[src/rtl/spike_delay_pkg.sv]
// spike_delay_pkg: shared types and helpers for the spike delay controller.
// Holds the FSM state encoding and the delay range helpers.
package spike_delay_pkg;

    typedef enum logic [1:0] {
        LOAD,
        FILL,
        RUN
    } state_t;

    // Shortest delay the RAM read pipeline can honour.
    function automatic int unsigned dmin(input int unsigned rd_lat);
        return rd_lat + 2;
    endfunction

    // Pull a requested delay into [lo, hi].
    function automatic int unsigned clamp_delay(
        input int unsigned d,
        input int unsigned lo,
        input int unsigned hi
    );
        if (d < lo) return lo;
        if (d > hi) return hi;
        return d;
    endfunction

endpackage

[src/rtl/spike_delay_ctrl_mod_counter.sv]
// mod_counter: modulo-N up counter with enable and synchronous clear.
// Wraps from N-1 to 0 by explicit compare, so N need not be a power of two.
module mod_counter #(
    parameter int N     = 16,
    parameter int WIDTH = 4
) (
    input  logic             clk,
    input  logic             rst,
    input  logic             clr,
    input  logic             en,
    output logic [WIDTH-1:0] count
);
    localparam logic [WIDTH-1:0] LAST = WIDTH'(N - 1);

    // Count with clear taking priority over enable.
    always_ff @(posedge clk or posedge rst) begin
        if (rst) begin
            count <= '0;
        end else if (clr) begin
            count <= '0;
        end else if (en) begin
            count <= (count == LAST) ? '0 : count + 1'b1;
        end
    end

endmodule

[src/rtl/spike_delay_ctrl.sv]
// spike_delay_ctrl: address sequencer and output gate for a circular spike delay RAM.
// Define SPIKE_DELAY_STATS_EN to build the saturating in/out spike counters.
module spike_delay_ctrl
    import spike_delay_pkg::*;
#(
    parameter int  DEPTH     = 1600000,
    parameter int  W         = 1,
    parameter int  RD_LAT    = 1,
    parameter int  DEF_DELAY = 1599995,
    localparam int AW        = $clog2(DEPTH)
) (
    input  logic          clk1,
    input  logic          reset,
    input  logic [W-1:0]  spike_in,
    input  logic [AW:0]   delay_in,
    input  logic          delay_load,
    output logic          delay_ready,
    output logic          delay_err,
    output logic          ram_wea,
    output logic [AW-1:0] ram_addra,
    output logic [W-1:0]  ram_dina,
    output logic [AW-1:0] ram_addrb,
    input  logic [W-1:0]  ram_doutb,
    output logic [W-1:0]  spike_out,
    output logic          out_valid,
    output logic [15:0]   in_count,
    output logic [15:0]   out_count
);
    localparam int unsigned   DLO      = dmin(RD_LAT);
    localparam int unsigned   DHI      = DEPTH;
    localparam logic [AW:0]   DEF_RAW  = (AW+1)'(DEF_DELAY);
    localparam logic [AW:0]   DEF_CL   = (AW+1)'(clamp_delay(DEF_DELAY, DLO, DHI));
    localparam logic [AW:0]   LAT_1    = (AW+1)'(RD_LAT + 1);
    localparam logic [AW-1:0] DEPTH_LO = AW'(DEPTH);

    state_t        state;
    state_t        state_nx;
    logic [AW-1:0] wa;
    logic [AW-1:0] fill_cnt;
    logic [AW:0]   req;
    logic [AW:0]   dly;
    logic [AW:0]   off;
    logic [AW:0]   dly_cl;
    logic [AW:0]   diff;
    logic [AW-1:0] rd_nx;
    logic          accept;
    logic          fill_en;
    logic          fill_clr;

    assign accept    = delay_ready & delay_load;
    assign dly_cl    = (AW+1)'(clamp_delay(32'(req), DLO, DHI));
    assign diff      = {1'b0, wa} - off;
    assign rd_nx     = diff[AW] ? diff[AW-1:0] + DEPTH_LO : diff[AW-1:0];
    assign ram_addra = wa;
    assign spike_out = out_valid ? ram_doutb : '0;

    mod_counter #(.N(DEPTH), .WIDTH(AW)) u_wa (
        .clk   (clk1),
        .rst   (reset),
        .clr   (1'b0),
        .en    (1'b1),
        .count (wa)
    );

    mod_counter #(.N(DEPTH), .WIDTH(AW)) u_fill (
        .clk   (clk1),
        .rst   (reset),
        .clr   (fill_clr),
        .en    (fill_en),
        .count (fill_cnt)
    );

    // State register.
    always_ff @(posedge clk1 or posedge reset) begin
        if (reset) state <= LOAD;
        else       state <= state_nx;
    end

    // Next state and per-state controls; an accepted load always wins.
    always_comb begin
        state_nx    = state;
        delay_ready = 1'b0;
        out_valid   = 1'b0;
        fill_en     = 1'b0;
        fill_clr    = 1'b0;
        unique case (state)
            LOAD: begin
                state_nx = FILL;
                fill_clr = 1'b1;
            end
            FILL: begin
                delay_ready = 1'b1;
                fill_en     = 1'b1;
                if ({1'b0, fill_cnt} == dly - 1'b1) state_nx = RUN;
            end
            RUN: begin
                delay_ready = 1'b1;
                out_valid   = 1'b1;
            end
            default: state_nx = LOAD;
        endcase
        if (delay_ready && delay_load) state_nx = LOAD;
    end

    // Capture the request on accept; commit clamped delay and read offset in LOAD.
    always_ff @(posedge clk1 or posedge reset) begin
        if (reset) begin
            req       <= DEF_RAW;
            dly       <= DEF_CL;
            off       <= '0;
            delay_err <= 1'b0;
        end else begin
            if (accept) req <= delay_in;
            if (state == LOAD) begin
                dly       <= dly_cl;
                off       <= dly_cl - LAT_1;
                delay_err <= (dly_cl != req);
            end
        end
    end

    // RAM port registers: write data lags spike_in by one cycle, read address trails wa.
    always_ff @(posedge clk1 or posedge reset) begin
        if (reset) begin
            ram_wea   <= 1'b0;
            ram_dina  <= '0;
            ram_addrb <= '0;
        end else begin
            ram_wea   <= 1'b1;
            ram_dina  <= spike_in;
            ram_addrb <= rd_nx;
        end
    end

`ifdef SPIKE_DELAY_STATS_EN
    logic [15:0] in_cnt;
    logic [15:0] out_cnt;

    // Saturating activity counters, restarted by each accepted load.
    always_ff @(posedge clk1 or posedge reset) begin
        if (reset) begin
            in_cnt  <= '0;
            out_cnt <= '0;
        end else if (accept) begin
            in_cnt  <= '0;
            out_cnt <= '0;
        end else begin
            if (|spike_in && in_cnt != 16'hFFFF)   in_cnt  <= in_cnt + 1'b1;
            if (|spike_out && out_cnt != 16'hFFFF) out_cnt <= out_cnt + 1'b1;
        end
    end

    assign in_count  = in_cnt;
    assign out_count = out_cnt;
`else
    assign in_count  = '0;
    assign out_count = '0;
`endif

endmodule

[config.mk]
export PLATFORM = sky130hd
export DESIGN_NAME = spike_delay_ctrl
export DESIGN_NICKNAME = d
export VERILOG_FILES = /design/src/rtl/spike_delay_pkg.sv /design/src/rtl/spike_delay_ctrl_mod_counter.sv /design/src/rtl/spike_delay_ctrl.sv
export SDC_FILE = /design/constraint.sdc
export NUM_CORES = 1
export LEC_CHECK = 0
export ABC_AREA = 1
export CAP_MARGIN = 20
export CELL_PAD_IN_SITES_DETAIL_PLACEMENT = 1
export CELL_PAD_IN_SITES_GLOBAL_PLACEMENT = 1
export CORE_MARGIN = 2
export CORE_UTILIZATION = 38
export CTS_BUF_LIST = sky130_fd_sc_hd__clkbuf_4
export DETAILED_ROUTE_END_ITERATION = 12
export HOLD_SLACK_MARGIN = 0.05
export PLACE_DENSITY_LB_ADDON = 0.1
export SYNTH_ARGS = -nofsm -noshare
export SYNTH_HDL_FRONTEND = slang
export SYNTH_HIERARCHICAL = 1
export SYNTH_SLANG_ARGS = --single-unit
[constraint.sdc]
create_clock -name clk1 -period 2.65 [get_ports clk1]
set_input_delay 0.3975 -clock clk1 [delete_from_list [all_inputs] [get_ports clk1]]
set_output_delay 0.3975 -clock clk1 [all_outputs]
set_load 0.005 [all_outputs]
; Word-level counts from Yosys, hierarchy flattened
; Cells that the tools add are included.
[word_totals]
register_bits = 134
latchBits = 0
ram_bits = 0
rom_bits = 0
inputBits = 27
out_inout_bits = 80
memories = 0
[classes]
add_sub_neg = 6
mul = 0
div = 0
n_lt_le_gt_ge = 2
eq_ne = 8
shifts = 0
mux = 20
n_bitwise = 1
n_reduce_logical = 5
[op_table]
columns = operator, count
row1 = $mux 21, 6
row2 = $mux 22, 2
row3 = $add 21x1->21 const B, 2
row4 = $eq 21x21->1 const B, 2
row5 = $eq 21x22->1, 1
row6 = $gt 22x21->1 const B, 1
row7 = $lt 22x2->1 const B, 1
row8 = $ne 22x22->1, 1
row9 = $sub 21x22->22, 1
row10 = $sub 22x1->22 const B, 1
row11 = $sub 22x2->22 const B, 1
row12 = $add 21x21->21 const B, 1
row13 = $mux 1, 8
row14 = $mux 2, 3
row15 = $pmux 2 s3, 1
row16 = $ne 3x3->1 const B, 1
row17 = $eq 2x1->1 const B, 1
row18 = $eq 2x2->1 const B, 1
row19 = $logic_not 2->1, 1
row20 = $ne 2x2->1 const B, 1
row21 = $reduce_and 2->1, 1
row22 = $reduce_bool 2->1, 1
row23 = $reduce_or 2->1, 1
row24 = $and 1x1->1, 1
row25 = $logic_and 1x1->1, 1

; Depth between registers and ports, before layout
; Gate-level depths: netlist (run 1).
[depth]
word_depth = 6
ltp_mapped = 21

; Hierarchy
; The synthesis (run 1) kept the hierarchy.
[modules_own_cells]
columns = mod, n_inst, cells_per_inst, area_each_um2, seq_area_each_um2
row1 = spike_delay_ctrl, 1, 1033, 6947.9, 2334.7
row2 = mod_counter, 2, 191, 1363.8, 525.5

; Worst setup path before layout (run 1)
; Ideal clock, no wire load.
[synth_path]
path_kind = reg-to-reg
start = register u_wa.count[0]
end = register ram_addrb[19]
setup_ns = 0.113
t_arrival_ns = 2.452
required_ns = 2.537
setup_slack_ns = 0.086
path_stages_with_launch = 20
period_less_slack_ns = 2.564
cell_sequence = dfrtp_1 inv_1 ha_1 fa_1 inv_1 nand3_1 nand2_1 nand2_1 nand2_1 nand2_1 nand3_1 nand2_1 ha_1 nand3b_1 nand2_1 nand2_1 nand3_1 nand3_1 nand2_1 inv_1
[synth_between]
elab_chain_len = 3
[synth_rtl]
columns = element, line_no
row1 = start: declaration, spike_delay_ctrl_mod_counter.sv:11  ; output logic [WIDTH-1:0] count
row2 = start signal: assignment, spike_delay_ctrl_mod_counter.sv:22  ; count <= (count == LAST) ? '0 : count + 1'b1;
row3 = $sub 21x22->22 *, spike_delay_ctrl.sv:52  ; assign diff = {1'b0, wa} - off;
row4 = $add 21x21->21, spike_delay_ctrl.sv:53  ; assign rd_nx = diff[AW] ? diff[AW-1:0] + DEPTH_LO : diff[AW-1:0];
row5 = $mux 21 *, spike_delay_ctrl.sv:53
row6 = via rd_nx[19], spike_delay_ctrl.sv:45  ; logic [AW-1:0] rd_nx;
row7 = end signal: assignment, spike_delay_ctrl.sv:131  ; ram_addrb <= rd_nx;
row8 = end: declaration, spike_delay_ctrl.sv:22  ; output logic [AW-1:0] ram_addrb,
; Mark *: on every way through the listed nets, which the timed path passes. The rest lies on a longest branch.
; A chain may end at the register's enable or synchronous reset.

; Worst setup path in the final report (run 1)
[layout_path]
start = register u_wa.count[0]
end = register ram_addrb[18]
; The elaborated chain is that of the path after synthesis.

==> qor.yml, run 1 <==
status: "finished clean"
worst_pin_slew_ps: 684.5
synth_flop_cell: "dfrtp_1"
die_w_um: 163.6
numPortBuffers: 74
drt-initial-drc-count: 416
synthesis.area_mm2: 0.009676
async_flop_share: 1.000
finalNetCount: 1595
place_ws_ps: -19.91
cts_sinks: 134
fmax_mhz: 396.0
ir_drop_mv: 0.4181
tritoncts: "yes"
overflow: 0
slew_viol_final: 0
dieHeight_um: 163.6
clk_latency_ps: 570
yosys_warnings: 6
final_common_cell: "nand2_1"
die_area_mm2: 0.02675
synth-seq-cells: 134
synthTopCellsByArea: "dfrtp_1 28%, nand2_1 16%, inv_1 7.3%, dfstp_2 7.1%, nor2_1 6.3%"
grt_max_degree: 74
synth_top_area_share: 0.2793
rsz0062_at_grt: "yes"
hp-class: "input pin to flip-flop"
path_clk_slew_ps: 130
ant_nets: 0
pin_count: 107
synth_edf_count: 0
start_util: 0.3853
area_growth_pct: 17.75
dp_hpwl_mm: 24.61
clock_skew_ps: 37.35
dr.pass1.iters: 5
critical_path_peak_fanout: 4
crit_arrival_ps: 2970
period_share: 0.9530
fin_ws_ps: 124.5
cp.buffers_inverters: 3
cp_data_required_time_ps: 3090
p_leak_nw: 5.653
cap_violations: 0
grt_pass1_wl_mm: 49.42
setup_viol: 0
wl_per_cell_um: 16.39
drive_gt1_frac: 0.1348
clockBufferDepth: 2
design.core.area_mm2: 0.02511
period_needed_ps: 2525
critPathKind: "flip-flop to flip-flop"
layout_common_cells: "407 x nand2_1, 186 x inv_1, 160 x nor2_1"
antenna_found_initial: 1
slowest_stage: "fa_2"
viasPerCell: 4.950
hold_buffers: 0
crit_path_frequent_cell: "nand2_1"
start_kind: "flip-flop"
totalPowerFinal_w: 0.01113
finalWirelength_mm: 30.86
rows: 58
hold_violations: 0
cpLargestDelayFamily: "simple AND/OR/NAND/NOR gates"
end_kind: "flip-flop"
yosysTopAreaCell: "dfrtp_1"
synth_cells: 1415
grt_pass1_vias: 9258
cp_slowest_stage_delay_ps: 400
power.density_mw_per_mm2: 977.2
vias: 9316
fin_tns_setup_ps: 0
numCtsBuffers: 17
gp_congestion: 0.9072
slew_headroom: 0.5431
drc_errors: 0
synth-seq-area-share: 0.3499
clock-root-buffer: "clkbuf_4"
htreeDepth: 4
avgSynthCellArea_um2: 6.838
grt_util_all_layers: 0.2371
nFillCells: 3320
ys_types: 50
cp_cell_sequence: "inv_1 > ha_2 > fa_2 > inv_2 > nand3_1 > nand2_1 > buf_4 > nand2_1 > nand2_2 > nand2_1 > nand2_1 > xor2_2 > nand2_1 > nand2_2 > nand2_1 > o21ai_1 > nand2_1"
==> synth_stat cells (3+ instances only) <==
cell        n
ha_1       29
inv_2       7
nor2_2     33
buf_4      32
nor2_1    162
xnor2_1    16
nand2_2    12
o221ai_1    3
clkbuf_1   11
a21o_1      5
o31ai_1     3
a21oi_1    38
nand4_1    35
nand2_4     3
nand3b_1   10
o21ai_1    12
nand2_1   414
and2_1      5
nor3_1     14
xor2_1     28
dfrtp_1   108
nand3_1   119
inv_1     189
dfstp_2    26
nor2_4      8
o21ai_0    57
==> worst register-to-register path: stages (launching register included) <==
cell,delay [ps]
dfrtp_1,370
inv_1,50
ha_2,200
fa_2,400
inv_2,70
nand3_1,70
nand2_1,100
buf_4,130
nand2_1,60
nand2_2,90
nand2_1,50
nand2_1,100
xor2_2,210
nand2_1,120
nand2_2,110
nand2_1,90
o21ai_1,130
nand2_1,60
==> per-layer routing <==
| metal | part of all wire | routed length, µm | global-route usage | vias up |
|---|---|---|---|---|
| met2 | 0.47 | 14640 | 0.3943 | 122 |
| met3 | 0.028 | 861 | 0.03327 | 11 |
| met5 | 0 | 0 | 0 | - |
| met4 | 0.0065 | 202 | 0.04226 | 0 |
| met1 | 0.49 | 15150 | 0.3323 | 4530 |
| li1 | - | - | - | 4653 |
==> worst paths after layout <==
| path | slack, ps | from | depth (start not counted) | to |
|---|---|---|---|---|
| max | 120 | u_wa/count[0] | 17 | ram_addrb[18] |
| min | 270 | spike_in | 1 | ram_dina |
| max reg2reg | 120 | u_wa/count[0] | 17 | ram_addrb[18] |
| min reg2reg | 490 | req[20] | 2 | req[20] |
| max in group asynchronous | 1830 | reset | 3 | dly[13] |
| min in group asynchronous | 370 | reset | 3 | u_wa/count[7] |
==> cell families (layout without fill, tap and decap cells) <==
logic type / count (synthesis) / in the layout / share of synthesized area
xor+xnor: 46 / 46 / 0.04384
mux: 2 / 2 / 0.002069
compound gates: 129 / 129 / 0.07384
buf+inv: 252 / 352 / 0.1174
other cells: 2 / 39 / 0.0007762
fa+ha+maj: 30 / 30 / 0.03957
flops: 134 / 134 / 0.3499
simple gates: 820 / 820 / 0.3726
==> area by class of cell <==
cell class                      count  area [µm²]  share of cell area
Tap cell                          330       412.9             0.03624
Multi-Input combinational cell   1065        5408              0.4746
Clock inverter                     12       153.9             0.01351
Inverter                          202       782.0             0.06864
Timing Repair Buffer              118        1096             0.09620
Antenna cell                        1       2.502           0.0002196
Clock buffer                       20       150.1             0.01318
Sequential cell                   134        3388              0.2974
==> sequential cells by signal (all words and copies together) (netlist names) <==
| name | cells |
|---|---|
| req | 22 |
| ram_wea | 1 |
| state | 2 |
| ram_dina | 1 |
| delay_err | 1 |
| ram_addrb | 21 |
| off | 22 |
| dly | 22 |
| u_fill/count | 21 |
| u_wa/count | 21 |
==> stage by stage <==
step	cell area, µm²	cells	util	hold WS [ps]
floorplan	9814	1451	-	374.0
global placement	10930	1844	0.4353	468.0
detailed placement	10930	1844	0.4353	471.0
CTS	11240	1876	0.4475	219.0
global route	11390	1882	0.4538	213.1
finish	11390	1882	0.4538	269.9
==> where the power goes <==
| group | internal (W) | switching, W |
|---|---|---|
| clock network | 0.000686 | 0.000861 |
| logic | 0.00217 | 0.00410 |
| registers | 0.00284 | 0.000484 |
| total | 0.00569 | 0.00544 |
==> repair_timing <==
item,4_1_cts,5_1_grt
buffers inserted,0,5
resized for setup,1,40
pin swaps,0,7
endpoints found under the hold margin,0,0
setup endpoints to repair,2,13
Power figures use the tool's default switching activity.
==> run 2: changes to the inputs <==
--- a/config.mk
+++ b/config.mk
@@ -6,6 +6,7 @@
 export NUM_CORES = 1
 export LEC_CHECK = 0
 export ABC_AREA = 1
+export ABC_CLOCK_PERIOD_IN_PS = 2650
 export CAP_MARGIN = 20
 export CELL_PAD_IN_SITES_DETAIL_PLACEMENT = 1
 export CELL_PAD_IN_SITES_GLOBAL_PLACEMENT = 1
@@ -15,6 +16,7 @@
 export DETAILED_ROUTE_END_ITERATION = 12
 export HOLD_SLACK_MARGIN = 0.05
 export PLACE_DENSITY_LB_ADDON = 0.1
+export SLEW_MARGIN = 5
 export SYNTH_ARGS = -nofsm -noshare
 export SYNTH_HDL_FRONTEND = slang
 export SYNTH_HIERARCHICAL = 1
==> results of run 2 <==
Same layout as run 1: the final DEF is identical, and so are final timing and power.
